[src/rtl/alu_pipe_pkg.sv]
// Shared types for the alu_pipe block: the 3-bit opcode encoding.
package alu_pipe_pkg;

  localparam int unsigned OPCODE_W = 3;

  typedef enum logic [OPCODE_W-1:0] {
    OP_ADD   = 3'd0,
    OP_SUB   = 3'd1,
    OP_INV_A = 3'd2,
    OP_OR_B  = 3'd3,
    OP_AND   = 3'd4,
    OP_XOR   = 3'd5,
    OP_ACC   = 3'd6,
    OP_CLR   = 3'd7
  } opcode_t;

  // True for the ops that write the accumulator.
  function automatic logic is_acc_op(input opcode_t op);
    return (op == OP_ACC) || (op == OP_CLR);
  endfunction

endpackage

[src/rtl/alu_pipe_core.sv]
// Combinational op evaluation for alu_pipe.
// Optional feature macro: ALU_PIPE_SAT_EN (ACC saturates instead of wrapping).
module alu_pipe_core
  import alu_pipe_pkg::*;
#(
  parameter int unsigned WIDTH = 8
) (
  input  opcode_t          opcode,
  input  logic [WIDTH-1:0] A,
  input  logic [WIDTH-1:0] B,
  input  logic [WIDTH:0]   acc,
  output logic [WIDTH:0]   result,
  output logic             ovf
);

  localparam int unsigned RW = WIDTH + 1;
  localparam int unsigned SW = WIDTH + 2;

  logic [RW-1:0] w_a_ext;
  logic [RW-1:0] w_b_ext;
  logic [SW-1:0] w_sum;
  logic          w_acc_ovf;

  assign w_a_ext   = {A[WIDTH-1], A};
  assign w_b_ext   = {B[WIDTH-1], B};
  // One guard bit beyond the accumulator width exposes any wrap.
  assign w_sum     = {acc[WIDTH], acc} + {{2{A[WIDTH-1]}}, A};
  assign w_acc_ovf = w_sum[SW-1] ^ w_sum[SW-2];

  // Result select; ovf only ever comes from the accumulate path.
  always_comb begin
    result = '0;
    ovf    = 1'b0;
    case (opcode)
      OP_ADD:   result = w_a_ext + w_b_ext;
      OP_SUB:   result = w_a_ext - w_b_ext;
      OP_INV_A: result = ~w_a_ext;
      OP_OR_B:  result = RW'(|B);
      OP_AND:   result = w_a_ext & w_b_ext;
      OP_XOR:   result = w_a_ext ^ w_b_ext;
      OP_ACC: begin
        ovf = w_acc_ovf;
`ifdef ALU_PIPE_SAT_EN
        if (w_acc_ovf) begin
          result = w_sum[SW-1] ? {1'b1, {WIDTH{1'b0}}} : {1'b0, {WIDTH{1'b1}}};
        end else begin
          result = w_sum[RW-1:0];
        end
`else
        result = w_sum[RW-1:0];
`endif
      end
      OP_CLR:   result = '0;
      default:  result = '0;
    endcase
  end

endmodule

[src/rtl/alu_pipe.sv]
// Two-stage valid/ready ALU pipeline with an internal accumulator.
// Optional feature macro: ALU_PIPE_SAT_EN (ACC saturates instead of wrapping).
module alu_pipe
  import alu_pipe_pkg::*;
#(
  parameter int unsigned WIDTH = 8
) (
  input  logic             clk,
  input  logic             reset,
  input  logic             in_valid,
  output logic             in_ready,
  input  opcode_t          opcode,
  input  logic [WIDTH-1:0] A,
  input  logic [WIDTH-1:0] B,
  output logic             out_valid,
  input  logic             out_ready,
  output logic [WIDTH:0]   C,
  output logic             zero,
  output logic             ovf
);

  logic             r_s1_valid;
  opcode_t          r_s1_op;
  logic [WIDTH-1:0] r_s1_a;
  logic [WIDTH-1:0] r_s1_b;

  logic             r_s2_valid;
  logic [WIDTH:0]   r_c;
  logic             r_zero;
  logic             r_ovf;

  logic [WIDTH:0]   r_acc;

  logic             w_s2_load;
  logic             w_s1_load;
  logic [WIDTH:0]   w_result;
  logic             w_ovf;

  assign w_s2_load = !r_s2_valid || out_ready;
  assign w_s1_load = !r_s1_valid || w_s2_load;
  assign in_ready  = w_s1_load;

  assign out_valid = r_s2_valid;
  assign C         = r_c;
  assign zero      = r_zero;
  assign ovf       = r_ovf;

  alu_pipe_core #(
    .WIDTH (WIDTH)
  ) u_core (
    .opcode (r_s1_op),
    .A      (r_s1_a),
    .B      (r_s1_b),
    .acc    (r_acc),
    .result (w_result),
    .ovf    (w_ovf)
  );

  // Stage 1: capture opcode and operands on an input transfer.
  always_ff @(posedge clk or negedge reset) begin
    if (!reset) begin
      r_s1_valid <= 1'b0;
      r_s1_op    <= OP_ADD;
      r_s1_a     <= '0;
      r_s1_b     <= '0;
    end else if (w_s1_load) begin
      r_s1_valid <= in_valid;
      if (in_valid) begin
        r_s1_op <= opcode;
        r_s1_a  <= A;
        r_s1_b  <= B;
      end
    end
  end

  // Stage 2: register the evaluated result and flags.
  always_ff @(posedge clk or negedge reset) begin
    if (!reset) begin
      r_s2_valid <= 1'b0;
      r_c        <= '0;
      r_zero     <= 1'b0;
      r_ovf      <= 1'b0;
    end else if (w_s2_load) begin
      r_s2_valid <= r_s1_valid;
      if (r_s1_valid) begin
        r_c    <= w_result;
        r_zero <= (w_result == '0);
        r_ovf  <= w_ovf;
      end
    end
  end

  // Accumulator commits only when an ACC/CLR op advances into stage 2.
  always_ff @(posedge clk or negedge reset) begin
    if (!reset) begin
      r_acc <= '0;
    end else if (r_s1_valid && w_s2_load && is_acc_op(r_s1_op)) begin
      r_acc <= w_result;
    end
  end

endmodule
[config.mk]
export PLATFORM = sky130hd
export DESIGN_NAME = alu_pipe
export DESIGN_NICKNAME = d
export VERILOG_FILES = /design/src/rtl/alu_pipe_pkg.sv /design/src/rtl/alu_pipe_core.sv /design/src/rtl/alu_pipe.sv
export SDC_FILE = /design/constraint.sdc
export NUM_CORES = 1
export LEC_CHECK = 0
export ABC_AREA = 1
export CORE_MARGIN = 1
export CORE_UTILIZATION = 50
export CTS_BUF_LIST = sky130_fd_sc_hd__clkbuf_2
export DETAILED_ROUTE_END_ITERATION = 7
export HOLD_SLACK_MARGIN = 0.1
export PLACE_DENSITY = 0.87
export SYNTH_ARGS = -nofsm -noshare
export SYNTH_HDL_FRONTEND = slang
export SYNTH_HIERARCHICAL = 1
export SYNTH_SLANG_ARGS = --single-unit
[constraint.sdc]
create_clock -name clk -period 2.2 [get_ports clk]
set_input_delay 0.33 -clock clk [delete_from_list [all_inputs] [get_ports clk]]
set_output_delay 0.33 -clock clk [all_outputs]
set_load 0.03 [all_outputs]
==> metrics <==
status complete, but fails checks; violated checks negative setup slack; P_int 2.22 mW; grt total ovfl 0; P_leak 2.19 nW; Root Buffer clkbuf_2; Slew @ Worst Pin 0.598 ns; first-pass GRT wire length 13.8 mm; die area 0.00656 mm2; Final Instance Count excl. Fillers 593; element type at the critical path start flop; ANT nets after route 0; Yosys Warn Count 6; count leader, synth nand2_1; PortBufs 35; fin crit period 2.48 ns; relative slew slack 60.2%; Slowest cell on crit path dfrtp_1; Hold WS 0.429 ns; crit-path max FO 4; CTS buffer count 5; Buf+Inv Stages, Crit Path 2; die width 81.0 um; ANT cells 0; Max Slew Vio Count 0; vias in the first global route 3,061; Synth area leaders dfrtp_1 (33%), nand2_1 (20%), ha_1 (10%), nand3_1 (9.5%), inv_1 (4.2%); Synth cell types 33; wire per inst 14.7 um; Detailed Routing Iterations Pass 1 5; Setup crit start r_s1_b[1]; RePlAce Congestion 0.960; Top FF cell, synth dfrtp_1; most repeated library cell on the critical path nand2_1; total chip power 4.25 mW; endpoints failing setup 13; Vias 3,282; Seq cells post-synth 41; Switching Share 47.7%; routed wire length 8.69 mm; share of flip-flops with an asynchronous set or reset 100%; Mapped Nets 490; critical path type flop to flop; setup clock skew after layout 0.0101 ns; Initial Util 52.4%; fillers 488; power share of the clock group 8.1%; # nets final 569; post-placement worst setup slack -0.276 ns; Post-DP Area 0.00384 mm2; CTS tree yes; Core Util, Final 68.3%; worst endpoint required time 2.57 ns; Hold Fails Final Rpt 0; max_cap viols 0; Synth Cell Area 0.00312 mm2; syn_area_per_cell 7.10 um2; Skew-Pair Late Insertion Delay 0.40 ns; post-synthesis sequential area ratio 32.9%; pwr dens 1050 mW/mm2; Vias/cell 5.53; IO Count 36; DRC 0; placement row count 28; post-DP HPWL 6.35 mm; Gate Count Post-Synth 439; Top delay family on crit path simple AND/OR/NAND/NOR gates; Worst path max stage delay 0.46 ns; chip height 81.0 um; share of the synthesized area in the top cell type 32.9%; Psw 2.03 mW; CP Data Arrival Time 2.85 ns; Synth area leader dfrtp_1; Comb pwr share 64.8%; top cells by count, synth nand2_1 (167), nand3_1 (59), dfrtp_1 (41); Worst Hold Class input pin to async pin; initial DRC count 231; initial antenna violation count 0; total track usage 27.4%; Peak VDD IR 0.533 mV; crit path cell chain inv_2 -> ha_4 -> nand2_4 -> o21ai_2 -> xor2_1 -> inv_1 -> ha_4 -> a21o_1 -> a21oi_2 -> nand2_1 -> nand2_1 -> nand2_1 -> nand2_1 -> nand3_2 -> nor2_2 -> nand2_1 -> nor2_1 -> nand2_1 -> nand2_1; core area 0.00596 mm2; clk slew on worst S/H paths 0.22 ns; setup TNS -2.00 ns; EDFF count, synth 0; fin area 0.00407 mm2; final period utilization 113%; H-tree lvl count 2; RSZ-0062 raised after global routing true; largest net degree at the start of global routing 26; Sequential Power Share 27.1%; reg-to-reg startpoint r_s1_b[1]; final worst slack -0.284 ns; Max Clk Rate 403 MHz; Worst Setup End Kind flop; Sinks on Clock Net 41; post-placement cell count 581; share of layout cells above drive strength 1 21.4%; Max clock buf depth 2; Layout area overhead 30.4%
sequential cells by signal, indices dropped and copies added, names as in the netlist:
signal,count
r_s1_valid,1
ovf,1
C,9
r_acc,9
r_s1_op,3
out_valid,1
r_s1_a,8
zero,1
r_s1_b,8
cells by family after synthesis:
group | after synthesis | synth area share (%)
AOI/OAI and AO/OA | 36 | 6.90
and+or+nand+nor | 274 | 38.6
xor gates and xnor gates | 10 | 2.81
buffers and inverters | 50 | 7.10
DFF | 41 | 32.9
adders and majority gates | 28 | 11.7
power by group through the flow:
stage / logic (mW) / clock network (mW) / registers, mW
floorplan: 1.43 / 0 / 1.33
CTS: 2.54 / 0.347 / 1.15
detailed placement: 2.45 / 0 / 1.16
finish: 2.76 / 0.343 / 1.15
global placement: 2.39 / 0 / 1.15
global route: 3.02 / 0.375 / 1.18
worst paths after layout:
check / cells after the start / slack [ns] / to
hold reg to reg: 2 / 0.51 / C[4]
setup reg to reg: 19 / -0.28 / zero
setup / recovery: 19 / -0.28 / zero
min in group clk: 3 / 0.45 / r_s1_a[6]
max in group asynchronous: 3 / 1.22 / r_s1_b[1]
hold / removal: 2 / 0.43 / r_acc[5]
per-layer routing:
layer	share of wire [%]	track usage [%]	routed length, um
met1	42	35.3	3660
met2	50	46.6	4330
met3	5.5	4.04	475
met4	2.5	9.46	221
met5	0	0	0
cells in the final DEF, fill, tap and decap left out, types with 8 or more instances in the layout:
master / instances
nand2_1: 155
nand3_1: 54
buf_4: 42
dfrtp_1: 40
inv_1: 33
clkdlybuf4s50_1: 33
nor2_1: 23
ha_1: 21
nand2_2: 13
a21oi_1: 12
nand3_2: 10
xor2_1: 8
timing repair:
action                                  CTS  global route
endpoints found under the setup margin   13            15
gates resized for setup                  18            22
setup buffers                             2             2
hold buffers                              1             0
pin swaps                                 6            27
endpoints found under the hold margin    22             0
cell type report:
class,count,area [um2],share of cell area (%)
Clock buffer,6,30.0,0.738
Clock inverter,1,8.76,0.215
Inverter,42,160,3.94
Multi-Input combinational cell,348,2050,50.5
Sequential cell,41,1030,25.3
Tap cell,75,93.8,2.31
Timing Repair Buffer,80,694,17.1
worst reg2reg max path, delay by kind of cell, from the launching register on:
family	cells	cell delay, ns
AOI/OAI and AO/OA	3	0.50
adders and majority gates	2	0.41
DFF	1	0.46
and+or+nand+nor	11	0.74
xor gates and xnor gates	1	0.16
buffers and inverters	2	0.18
Power figures use the tool's default switching activity.
